--- src/rtl/pcm_playback_buffer.sv ---
// PCM playback FIFO with a sample-rate divider and an IDLE/PRIME/PLAY/STARVE sequencer.
// Optional build macro PCM_UNDERRUN_COUNT_EN adds a saturating 16-bit underrun_count output.
//
// state  | meaning
// -------+-------------------------------------------------------------
// IDLE   | playback disabled, sample_out parked at midscale 64
// PRIME  | enabled, waiting for fill to reach PRIME_LEVEL
// PLAY   | divider running, one pop per SAMPLE_DIV cycles
// STARVE | FIFO ran dry at a boundary, waiting to re-prime

module pcm_playback_buffer #(
    parameter int DEPTH       = 16,
    parameter int SAMPLE_DIV  = 2048,
    parameter int PRIME_LEVEL = DEPTH / 2
) (
    input  logic                     clk,
    input  logic                     rst_n,
    input  logic                     enable,
    input  logic [6:0]               s_data,
    input  logic                     s_valid,
    output logic                     s_ready,
    output logic [6:0]               sample_out,
    output logic                     sample_tick,
    output logic [$clog2(DEPTH):0]   fill,
    output logic                     underrun
`ifdef PCM_UNDERRUN_COUNT_EN
    ,
    output logic [15:0]              underrun_count
`endif
);

    localparam int AW = $clog2(DEPTH);
    localparam int FW = AW + 1;
    localparam int CW = (SAMPLE_DIV > 2) ? $clog2(SAMPLE_DIV) : 1;

    localparam logic [FW-1:0] C_DEPTH    = FW'(DEPTH);
    localparam logic [FW-1:0] C_PRIME    = FW'(PRIME_LEVEL);
    localparam logic [CW-1:0] C_DIV_LAST = CW'(SAMPLE_DIV - 1);
    localparam logic [6:0]    C_MIDSCALE = 7'd64;

    typedef enum logic [1:0] {
        ST_IDLE   = 2'd0,
        ST_PRIME  = 2'd1,
        ST_PLAY   = 2'd2,
        ST_STARVE = 2'd3
    } state_t;

    state_t          r_state;
    logic [6:0]      r_mem [DEPTH];
    logic [AW-1:0]   r_wr_ptr;
    logic [AW-1:0]   r_rd_ptr;
    logic [FW-1:0]   r_fill;
    logic [CW-1:0]   r_div;
    logic [6:0]      r_sample_out;
    logic            r_sample_tick;
    logic            r_underrun;
`ifdef PCM_UNDERRUN_COUNT_EN
    logic [15:0]     r_underrun_count;
`endif

    logic w_push;
    logic w_boundary;
    logic w_pop;
    logic w_primed;

    assign s_ready    = (r_fill < C_DEPTH) && rst_n;
    assign w_push     = s_valid && s_ready;
    // enable=0 overrides everything, so a boundary never fires in the disabling cycle
    assign w_boundary = enable && (r_state == ST_PLAY) && (r_div == C_DIV_LAST);
    assign w_pop      = w_boundary && (r_fill != '0);
    assign w_primed   = (r_fill >= C_PRIME);

    assign sample_out  = r_sample_out;
    assign sample_tick = r_sample_tick;
    assign fill        = r_fill;
    assign underrun    = r_underrun;
`ifdef PCM_UNDERRUN_COUNT_EN
    assign underrun_count = r_underrun_count;
`endif

    // Storage is cleared on reset so nothing buffered survives it.
    always_ff @(posedge clk) begin
        if (!rst_n) begin
            r_wr_ptr <= '0;
            r_rd_ptr <= '0;
            r_fill   <= '0;
            for (int i = 0; i < DEPTH; i++) begin
                r_mem[i] <= '0;
            end
        end else begin
            if (w_push) begin
                r_mem[r_wr_ptr] <= s_data;
                r_wr_ptr        <= r_wr_ptr + 1'b1;
            end
            if (w_pop) begin
                r_rd_ptr <= r_rd_ptr + 1'b1;
            end
            case ({w_push, w_pop})
                2'b10:   r_fill <= r_fill + 1'b1;
                2'b01:   r_fill <= r_fill - 1'b1;
                default: r_fill <= r_fill;
            endcase
        end
    end

    always_ff @(posedge clk) begin
        if (!rst_n) begin
            r_state          <= ST_IDLE;
            r_div            <= '0;
            r_sample_out     <= C_MIDSCALE;
            r_sample_tick    <= 1'b0;
            r_underrun       <= 1'b0;
`ifdef PCM_UNDERRUN_COUNT_EN
            r_underrun_count <= '0;
`endif
        end else begin
            r_sample_tick <= 1'b0;
            if (!enable) begin
                r_state      <= ST_IDLE;
                r_div        <= '0;
                r_sample_out <= C_MIDSCALE;
            end else begin
                case (r_state)
                    ST_IDLE: begin
                        r_state          <= ST_PRIME;
                        r_div            <= '0;
                        r_underrun       <= 1'b0;
`ifdef PCM_UNDERRUN_COUNT_EN
                        r_underrun_count <= '0;
`endif
                    end
                    ST_PRIME, ST_STARVE: begin
                        r_div <= '0;
                        if (w_primed) begin
                            r_state <= ST_PLAY;
                        end
                    end
                    ST_PLAY: begin
                        if (w_boundary) begin
                            r_div <= '0;
                            if (w_pop) begin
                                r_sample_out  <= r_mem[r_rd_ptr];
                                r_sample_tick <= 1'b1;
                            end else begin
                                r_state    <= ST_STARVE;
                                r_underrun <= 1'b1;
`ifdef PCM_UNDERRUN_COUNT_EN
                                if (r_underrun_count != 16'hFFFF) begin
                                    r_underrun_count <= r_underrun_count + 1'b1;
                                end
`endif
                            end
                        end else begin
                            r_div <= r_div + 1'b1;
                        end
                    end
                    default: begin
                        r_state <= ST_IDLE;
                        r_div   <= '0;
                    end
                endcase
            end
        end
    end

endmodule

--- config.mk ---
export PLATFORM = sky130hd
export DESIGN_NAME = pcm_playback_buffer
export DESIGN_NICKNAME = d
export VERILOG_FILES = /design/src/rtl/pcm_playback_buffer.sv
export SDC_FILE = /design/constraint.sdc
export NUM_CORES = 1
export LEC_CHECK = 0
export BUFFER_PORTS_ARGS = -buffer_cell sky130_fd_sc_hd__buf_2
export CAP_MARGIN = 40
export CORE_MARGIN = 1.5
export CORE_UTILIZATION = 25
export DETAILED_ROUTE_END_ITERATION = 10
export SYNTH_ARGS = -nofsm -noshare
export SYNTH_HDL_FRONTEND = slang
export SYNTH_SLANG_ARGS = --single-unit
--- constraint.sdc ---
create_clock -name clk -period 3 [get_ports clk]
set_input_delay 0.15 -clock clk [delete_from_list [all_inputs] [get_ports clk]]
set_output_delay 0.15 -clock clk [all_outputs]
set_load 0.05 [all_outputs]
==> impl_metrics.ini, run 1 <==
[grt]
overflow = 0
top_usage_layer = met2
met3_usage = 0.0270
grt_pass1_wl_mm = 22.9
met2_usage = 0.172
grt_util_all_layers = 0.108
grt_max_degree = 39
grt_pass1_vias = 3928
antenna_found_initial = 0
met1_usage = 0.149

[power]
power.ir.vdd_worst_uv = 438
power_per_cell_area_nw_per_um2 = 588
leakagePower_nw = 2.92

[clock_tree]
cts_tree = built
cts_hold_buf = 0
worstSkewPairLatency_ns = 0.42
clkSinkCount = 147
cts_buffers = 17
clkSlewWorstSetupHoldPaths_ns = 0.06
cts_setup_buffers = 0
clock_tree.root_cell = clkbuf_16
h-tree-depth = 4
cts_max_path_buffers = 2
cts_resized = 0

[floorplanning]
die_x_um = 168
coreArea_um2 = 26800
die_h_um = 168
ioPinCount = 26
initial_utilization = 0.254
rows = 60
dieArea_um2 = 28200

[setup_path]
crit_path_max_incr_delay_ns = 0.41
cp_max_fo = 10
rr_worst_depth = 11
r2r_slack_ns = 0.32
critPathBufInv = 2
crit_required_ns = 3.36
critPathLaunchType = flip-flop
end_kind = flip-flop
path_cells = or2_2 > or3_1 > nand2_4 > inv_2 > ha_1 > buf_4 > xor2_1 > a31o_2 > a21o_1 > a221o_1 > nand4_1
path_depth = 11
cpMaxStageDelayCell = or3_1
path_delay_family = simple AND/OR/NAND/NOR gates
crit_type = reg -> reg
arrival_ns = 3.04

[cells_and_area]
final_nets = 571
area_growth_syn_to_layout_pct = 18.2
final_layout_size_suffix_gt1_frac = 0.217

[outcome]
status = finished clean

[synth]
synthTopCellsByCount = and2_1 (117), edfxtp_1 (112), dfxtp_1 (35), mux4_2 (35), nor2_1 (31)
synthDistinctLibCells = 47
syn_nets = 532
synthFlopType = edfxtp_1
yosys-top-cells-area = edfxtp_1 (49%), mux4_2 (12%), and2_1 (11%)
yosys.area.top_type = edfxtp_1
yosysMostFrequentCell = and2_1
synth_area_um2 = 6810
ys_async_sr_fraction = 0
ys_warn_count = 0
seq_area_frac_synth = 0.597
yosysTopAreaCellShare = 0.494
avgSynthCellArea_um2 = 13.3
yosys_register_bits = 147
synth_cells = 512
synth_edf_count = 112

[route]
drcViolationCount = 0
drt_iter0_drc = 256
dr.pass1.iters = 4
viasPerCell = 4.40
vias = 3986
postRouteWirelength_mm = 14.6
drtAntennaViolNets = 0
wl_per_cell_um = 16.2

[place]
dpl.hpwl_mm = 9.66
dp_slack_ns = 0.239
portBuffers = 25
gp_congestion = 0.769

[timing]
setup_viol = 0
finClkSkew_ns = 0.0101
tns_ns = 0
final_max_slew_viol_count = 0
tightest_slew_ns = 0.528
setup_ws_ns = 0.321
fmax_ghz = 0.373
hold_violations = 0
period_needed_ns = 2.68
slew_headroom = 0.646
rsz0062_at_grt = no
fin_crit_sh = 0.893

[min_path]
hold_path_depth = 4
hp-class = in -> reg

[run]
drv_cap = 0
[area by class of cell]
type / instances / area, um^2
Clock inverter: 13 / 189
Antenna cell: 1 / 2.50
Multi-Input combinational cell: 330 / 2600
Timing Repair Buffer: 49 / 305
Tap cell: 341 / 427
Sequential cell: 147 / 4070
Clock buffer: 18 / 429
Fill cell: 2655 / 18800
Inverter: 6 / 22.5
[worst reg2reg max path, cell delays in order, from the launching register on]
cell     delay, ns
dfxtp_1       0.38
or2_2         0.36
or3_1         0.41
nand2_4       0.08
inv_2         0.08
ha_1          0.23
buf_4         0.18
xor2_1        0.15
a31o_2        0.25
a21o_1        0.16
a221o_1       0.25
nand4_1       0.07
[cell usage in the layout, fill, tap and decap left out, drive strengths merged, types with 2 or more instances in the layout]
| cell | n |
|---|---|
| nand4 | 3 |
| nand3b | 2 |
| dfxtp | 35 |
| or2 | 3 |
| nand3 | 9 |
| or3 | 2 |
| nor2 | 31 |
| bufinv | 5 |
| a21boi | 4 |
| edfxtp | 112 |
| o21ai | 16 |
| xor2 | 8 |
| nor3 | 7 |
| a21oi | 11 |
| nor2b | 3 |
| nand2 | 30 |
| mux2i | 3 |
| buf | 49 |
| and2 | 117 |
| mux4 | 35 |
| inv | 7 |
| clkinv | 7 |
| nand2b | 9 |
| and3 | 2 |
| xnor2 | 9 |
| ha | 9 |
| clkbuf | 18 |
| a31oi | 2 |
[sequential cells by signal (all words and copies together), names as in the netlist]
register	cells
sample_tick	1
r_rd_ptr	4
r_div	11
sample_out	7
r_state	2
r_wr_ptr	4
fill	5
r_mem	112
underrun	1
[routing by layer]
metal / part of all wire / vias up
met5: 0 / -
met4: 0.0087 / 0
met3: 0.044 / 13
met2: 0.46 / 82
met1: 0.49 / 1973
li1: - / 1918
[logic make-up (layout without fill, tap and decap cells)]
kind of cell / Yosys count / in the layout / synth area share
compound gates: 41 / 41 / 0.0357
xor+xnor: 17 / 17 / 0.0219
fa+ha+maj: 9 / 9 / 0.0165
buf+inv: 35 / 86 / 0.0208
flops: 147 / 147 / 0.597
mux: 38 / 38 / 0.120
other cells: 0 / 1 / 0
simple gates: 225 / 225 / 0.188
[power breakdown]
group / leakage (nW) / switching, W / total, W / internal [W]
sequential: 1.44 / 0.0000236 / 0.00227 / 0.00225
clock: 0.304 / 0.000805 / 0.00226 / 0.00146
combinational: 1.18 / 0.000126 / 0.000199 / 0.0000730
[path summary, 6_finish.rpt]
kind,end,from
hold reg to reg,sample_out[0],sample_out[0]
setup / recovery,fill[4],fill[4]
setup reg to reg,fill[4],fill[4]
hold / removal,underrun,enable
[metrics by stage]
stage	util	area (um^2)	cells	power [W]	hold slack, ns
after floorplan	-	6810	512	0.00243	0.331
after global placement	0.277	7420	873	0.00251	0.439
after detailed placement	0.277	7420	873	0.00252	0.449
after CTS	0.300	8040	904	0.00478	0.0444
after global routing	0.300	8040	904	0.00488	0.0769
final	0.300	8040	905	0.00473	0.0544
(Power assumes the default switching activity.)
==> run 2: changes to the inputs <==
--- a/config.mk
+++ b/config.mk
@@ -5,6 +5,7 @@
 export SDC_FILE = /design/constraint.sdc
 export NUM_CORES = 1
 export LEC_CHECK = 0
+export ABC_AREA = 1
 export BUFFER_PORTS_ARGS = -buffer_cell sky130_fd_sc_hd__buf_2
 export CAP_MARGIN = 40
 export CORE_MARGIN = 1.5
==> impl_metrics.ini, run 2 <==
[outcome]
status = finished clean

[setup_path]
end_kind = flip-flop
path_cells = ha_1 > nand2_1 > nor2_4 > nand2_4 > nor2_8 > nand2_4 > inv_4 > ha_1 > ha_1 > inv_1 > nor2_1 > nor2_1 > nand2_1 > nand2_1 > nand3_1 > nand2_1 > inv_1
crit_path_max_incr_delay_ns = 0.35
critPathLaunchType = flip-flop
crit_type = reg -> reg
crit_required_ns = 3.32
arrival_ns = 2.89
cpMaxStageDelayCell = dfxtp_1
cp_max_fo = 18
critPathMostFrequentCell = nand2_1

[floorplanning]
coreArea_um2 = 26100
die_x_um = 166
dieArea_um2 = 27600
die_h_um = 166
initial_utilization = 0.255
ioPinCount = 26
rows = 59

[synth]
ys_async_sr_fraction = 0
ys_warn_count = 0
yosysTopAreaCellShare = 0.506
yosysMostFrequentCell = nor2_1
seq_area_frac_synth = 0.611
synthFlopType = edfxtp_1
synth_edf_count = 112
yosys.area.top_type = edfxtp_1
syn_nets = 706
avgSynthCellArea_um2 = 9.69
yosys_register_bits = 147
synth_area_um2 = 6650
synth_cells = 686
synthDistinctLibCells = 41
yosys-top-cells-area = edfxtp_1 (51%), nor2_1 (12%), dfxtp_1 (11%)
synthTopCellsByCount = nor2_1 (217), edfxtp_1 (112), nand2_1 (67)

[route]
viasPerCell = 4.59
postRouteWirelength_mm = 16.7
drt_iter0_drc = 424
drtAntennaViolNets = 0
drcViolationCount = 0
vias = 4833
wl_per_cell_um = 15.9
dr.pass1.iters = 5

[timing]
finClkSkew_ns = 0.00956
fmax_ghz = 0.390
tightest_slew_ns = 0.799
setup_ws_ns = 0.438
fin_crit_sh = 0.854
rsz0062_at_grt = no
period_needed_ns = 2.56
final_max_slew_viol_count = 0
hold_violations = 0
slew_headroom = 0.467
setup_viol = 0
tns_ns = 0

[power]
finalPower_w = 0.00462
leakagePower_nw = 3.06
power.ir.vdd_worst_uv = 427
power_per_cell_area_nw_per_um2 = 599

[min_path]
hp-class = in -> reg

[cells_and_area]
largest_register_ff_count = 112
diodes = 0
design_area_um2 = 7710
final_nets = 725
final_common_cell = nor2_1
top_register = r_mem
final_cell_mix = nor2_1 (217), edfxtp_1 (112), nand2_1 (67)
final_layout_size_suffix_gt1_frac = 0.116
area_growth_syn_to_layout_pct = 16.0

[grt]
antenna_found_initial = 0
grt_pass1_wl_mm = 26.8
grt_util_all_layers = 0.126
overflow = 0
grt_pass1_vias = 4979
grt_max_degree = 59

[clock_tree]
cts_buffers = 17
cts_hold_buf = 0
h-tree-depth = 4
worstSkewPairLatency_ns = 0.43
cts_resized = 0
clock_tree.root_cell = clkbuf_16
cts_tree = built
clkSinkCount = 147
cts_max_path_buffers = 2
clkSlewWorstSetupHoldPaths_ns = 0.06
cts_setup_buffers = 0

[place]
dpl.hpwl_mm = 10.9
gp_congestion = 0.846
portBuffers = 25
dp_slack_ns = 0.464
place_area_um2 = 7110

[run]
drv_cap = 0
==> run 2: cell count changes in the layout (fill, tap and decap cells not counted), moves of 35 or more <==
cell	previous run	this run
and2_1	117	0
inv_1	5	40
mux4_2	35	0
nand2_1	29	67
nor2_1	31	217
o21ai_0	16	61
==> run 2: per-stage QoR <==
step	hold slack (ns)	cells	utilization
3_5_place_dp	0.436	1021	0.273
6_report	0.0390	1053	0.296
5_1_grt	0.0437	1053	0.296
3_3_place_gp	0.430	1021	0.273
4_1_cts	0.0323	1053	0.296
2_1_floorplan	0.309	686	-
==> run 2: final timing paths <==
| check | slack, ns | cells after the start | end | from |
|---|---|---|---|---|
| worst max register to register | 0.44 | 17 | fill[4] | r_div[0] |
| worst min register to register | 0.45 | 1 | r_div[0] | r_div[0] |
| worst min-delay path | 0.04 | 3 | fill[0] | rst_n |
| worst max-delay path | 0.44 | 17 | fill[4] | r_div[0] |
==> run 2: cells by family after synthesis <==
family,count (synthesis),synth area share
simple gates,331,0.209
xor+xnor,11,0.0145
fa+ha+maj,9,0.0169
buf+inv,78,0.0487
flops,147,0.611
compound gates,110,0.0990
==> run 2: metal layers <==
layer / global-route usage / wire, um / up-vias
li1: - / - / 2369
met1: 0.160 / 7330 / 2283
met2: 0.202 / 7980 / 153
met3: 0.0288 / 984 / 28
met4: 0.0595 / 402 / 0
met5: 0 / 0 / -
==> run 2: layout make-up <==
type	instances	area, um^2
Fill cell	2707	18300
Tap cell	335	419
Timing Repair Buffer	33	198
Sequential cell	147	4060
Clock buffer	24	539
Clock inverter	8	58.8
Multi-Input combinational cell	461	2260
Inverter	45	174
==> run 2: critical path: cells and delay by family, from the launching register on <==
kind | cells | cell delay (ns)
AND/OR/NAND/NOR | 11 | 1.05
flip-flops | 1 | 0.35
buffers and inverters | 3 | 0.31
adder cells (fa/ha/maj) | 3 | 0.75
==> run 2: power by group <==
part           total, W  internal, W  switching (W)
clock           0.00213      0.00127       0.000858
combinational  0.000210    0.0000452       0.000165
sequential      0.00228      0.00225      0.0000279
total           0.00462      0.00357        0.00105
==> run 3: changes to the inputs <==
==> constraint.sdc (replaced) <==
create_clock -name clk -period 2.5 [get_ports clk]
set_input_delay 0.125 -clock clk [delete_from_list [all_inputs] [get_ports clk]]
set_output_delay 0.125 -clock clk [all_outputs]
set_load 0.05 [all_outputs]
==> impl_metrics.ini, run 3 (synthesized netlist as in run 2, its figures left out) <==
[power]
power_per_cell_area_nw_per_um2 = 725
leakagePower_nw = 3.12
p_int_w = 0.00444
pwr-share-seq = 0.481
combPwrFrac = 0.045
swShare = 0.221
power.switching_w = 0.00126
power.ir.vdd_worst_uv = 483
finalPower_w = 0.00569
p_clk_frac = 0.474

[timing]
hold_violations = 0
fin_crit_sh = 0.901
rsz0062_at_grt = no
tns_ns = 0
whs_ns = 0.334
period_needed_ns = 2.25
slew_headroom = 0.482
setup_viol = 0
final_max_slew_viol_count = 0
finClkSkew_ns = 0.0111
tightest_slew_ns = 0.776
fmax_ghz = 0.444

[route]
vias = 4904
wl_per_cell_um = 15.6
postRouteWirelength_mm = 16.6
drcViolationCount = 0
dr.pass1.iters = 6
drtAntennaViolNets = 0
drt_iter0_drc = 472
viasPerCell = 4.62

[clock_tree]
worstSkewPairLatency_ns = 0.43
cts_buffers = 17
clkSlewWorstSetupHoldPaths_ns = 0.06
clock_tree.root_cell = clkbuf_16
cts_tree = built
clkSinkCount = 147
cts_max_path_buffers = 2
h-tree-depth = 4

[setup_path]
crit_path_max_incr_delay_ns = 0.46
end_kind = flip-flop
critPathMostFrequentCell = nand2_1
critPathLaunchType = flip-flop
crit_required_ns = 2.61
cpMaxStageDelayCell = nor2_1
path_cells = nor2_4 > nand2_1 > nor2_1 > nand2_1 > nand2_1
cp_max_fo = 11
crit_type = reg -> reg
rr_worst_depth = 5
arrival_ns = 2.36
path_depth = 5
critPathBufInv = 0
path_delay_family = simple AND/OR/NAND/NOR gates

[cells_and_area]
final_layout_size_suffix_gt1_frac = 0.128
final_cell_mix = nor2_1 (217), edfxtp_1 (112), nand2_1 (66)
area_growth_syn_to_layout_pct = 18.1
num-fill-cells = 2696
utilization = 0.301
top_register = r_mem
final_nets = 734
final_common_cell = nor2_1
layout.cells.non_filler = 1062
largest_register_ff_count = 112
diodes = 0

[min_path]
hp-class = in -> reg
hold_path_depth = 3

[grt]
grt_util_all_layers = 0.124
antenna_found_initial = 0
grt_pass1_vias = 4852
grt_max_degree = 57
grt_pass1_wl_mm = 26.4
overflow = 0

[outcome]
status = finished clean

[place]
portBuffers = 25
dpl.hpwl_mm = 10.8
dp.cells = 1027
gp_congestion = 0.799

[run]
drv_cap = 0

[floorplanning]
die_h_um = 166
rows = 59
initial_utilization = 0.255
die_x_um = 166
dieArea_um2 = 27600
ioPinCount = 26
coreArea_um2 = 26100
run 3: changes by cell type in the layout (fill, tap and decap cells not counted), sizes merged:
| cell | before | now |
|---|---|---|
| bufinv | 0 | 1 |
| clkinv | 7 | 6 |
| dlygate4sd3 | 0 | 2 |
| buf | 33 | 40 |
run 3: power groups by stage:
stage | registers (W) | clock network (W) | logic (W)
after floorplan | 0.00280 | 0 | 0.000149
after global placement | 0.00278 | 0 | 0.000248
after detailed placement | 0.00279 | 0 | 0.000252
after CTS | 0.00274 | 0.00272 | 0.000255
after global routing | 0.00275 | 0.00283 | 0.000283
final | 0.00274 | 0.00270 | 0.000256
run 3: area by class of cell:
type,count,area (um^2),area share
tap,335,419,0.0534
clock inverter,8,78.8,0.0100
sequential,147,4060,0.518
multi-input combinational,461,2280,0.291
timing repair buffer,42,270,0.0344
inverter,45,174,0.0222
clock buffer,24,559,0.0713
run 3: repair_timing:
action | CTS | global route
setup buffers | 0 | 1
hold buffers | 2 | 0
hold endpoints to repair | 2 | 0
setup endpoints to repair | 0 | 2
gates resized for setup | 0 | 4
run 3: worst paths after layout:
check                           startpoint     endpoint  slack [ns]
worst max-delay path               fill[4]  r_mem[6][2]        0.25
worst min-delay path               s_valid  r_wr_ptr[0]        0.33
worst max register to register     fill[4]  r_mem[6][2]        0.25
worst min register to register    r_div[0]     r_div[0]        0.45
run 3: worst min-delay path, delay by kind of cell:
| kind | cells | cell delay (ns) |
|---|---|---|
| simple gates | 1 | 0.36 |
| compound gates | 1 | 0.13 |
| buf+inv | 1 | 0.09 |
run 3: per-stage QoR:
step | area [um^2] | worst slack, ns
2_1_floorplan | 6650 | 0.0320
3_3_place_gp | 7160 | 0.199
3_5_place_dp | 7160 | 0.131
4_1_cts | 7820 | 0.117
5_1_grt | 7850 | 0.0130
6_report | 7850 | 0.247
run 3: layer usage:
layer | routed length, um | vias to the layer above | GRT usage | share of wire
met4 | 324 | 0 | 0.0482 | 0.020
met2 | 8080 | 142 | 0.201 | 0.49
met5 | 0 | - | 0 | 0
li1 | - | 2381 | - | -
met1 | 7290 | 2355 | 0.159 | 0.44
met3 | 923 | 26 | 0.0331 | 0.056
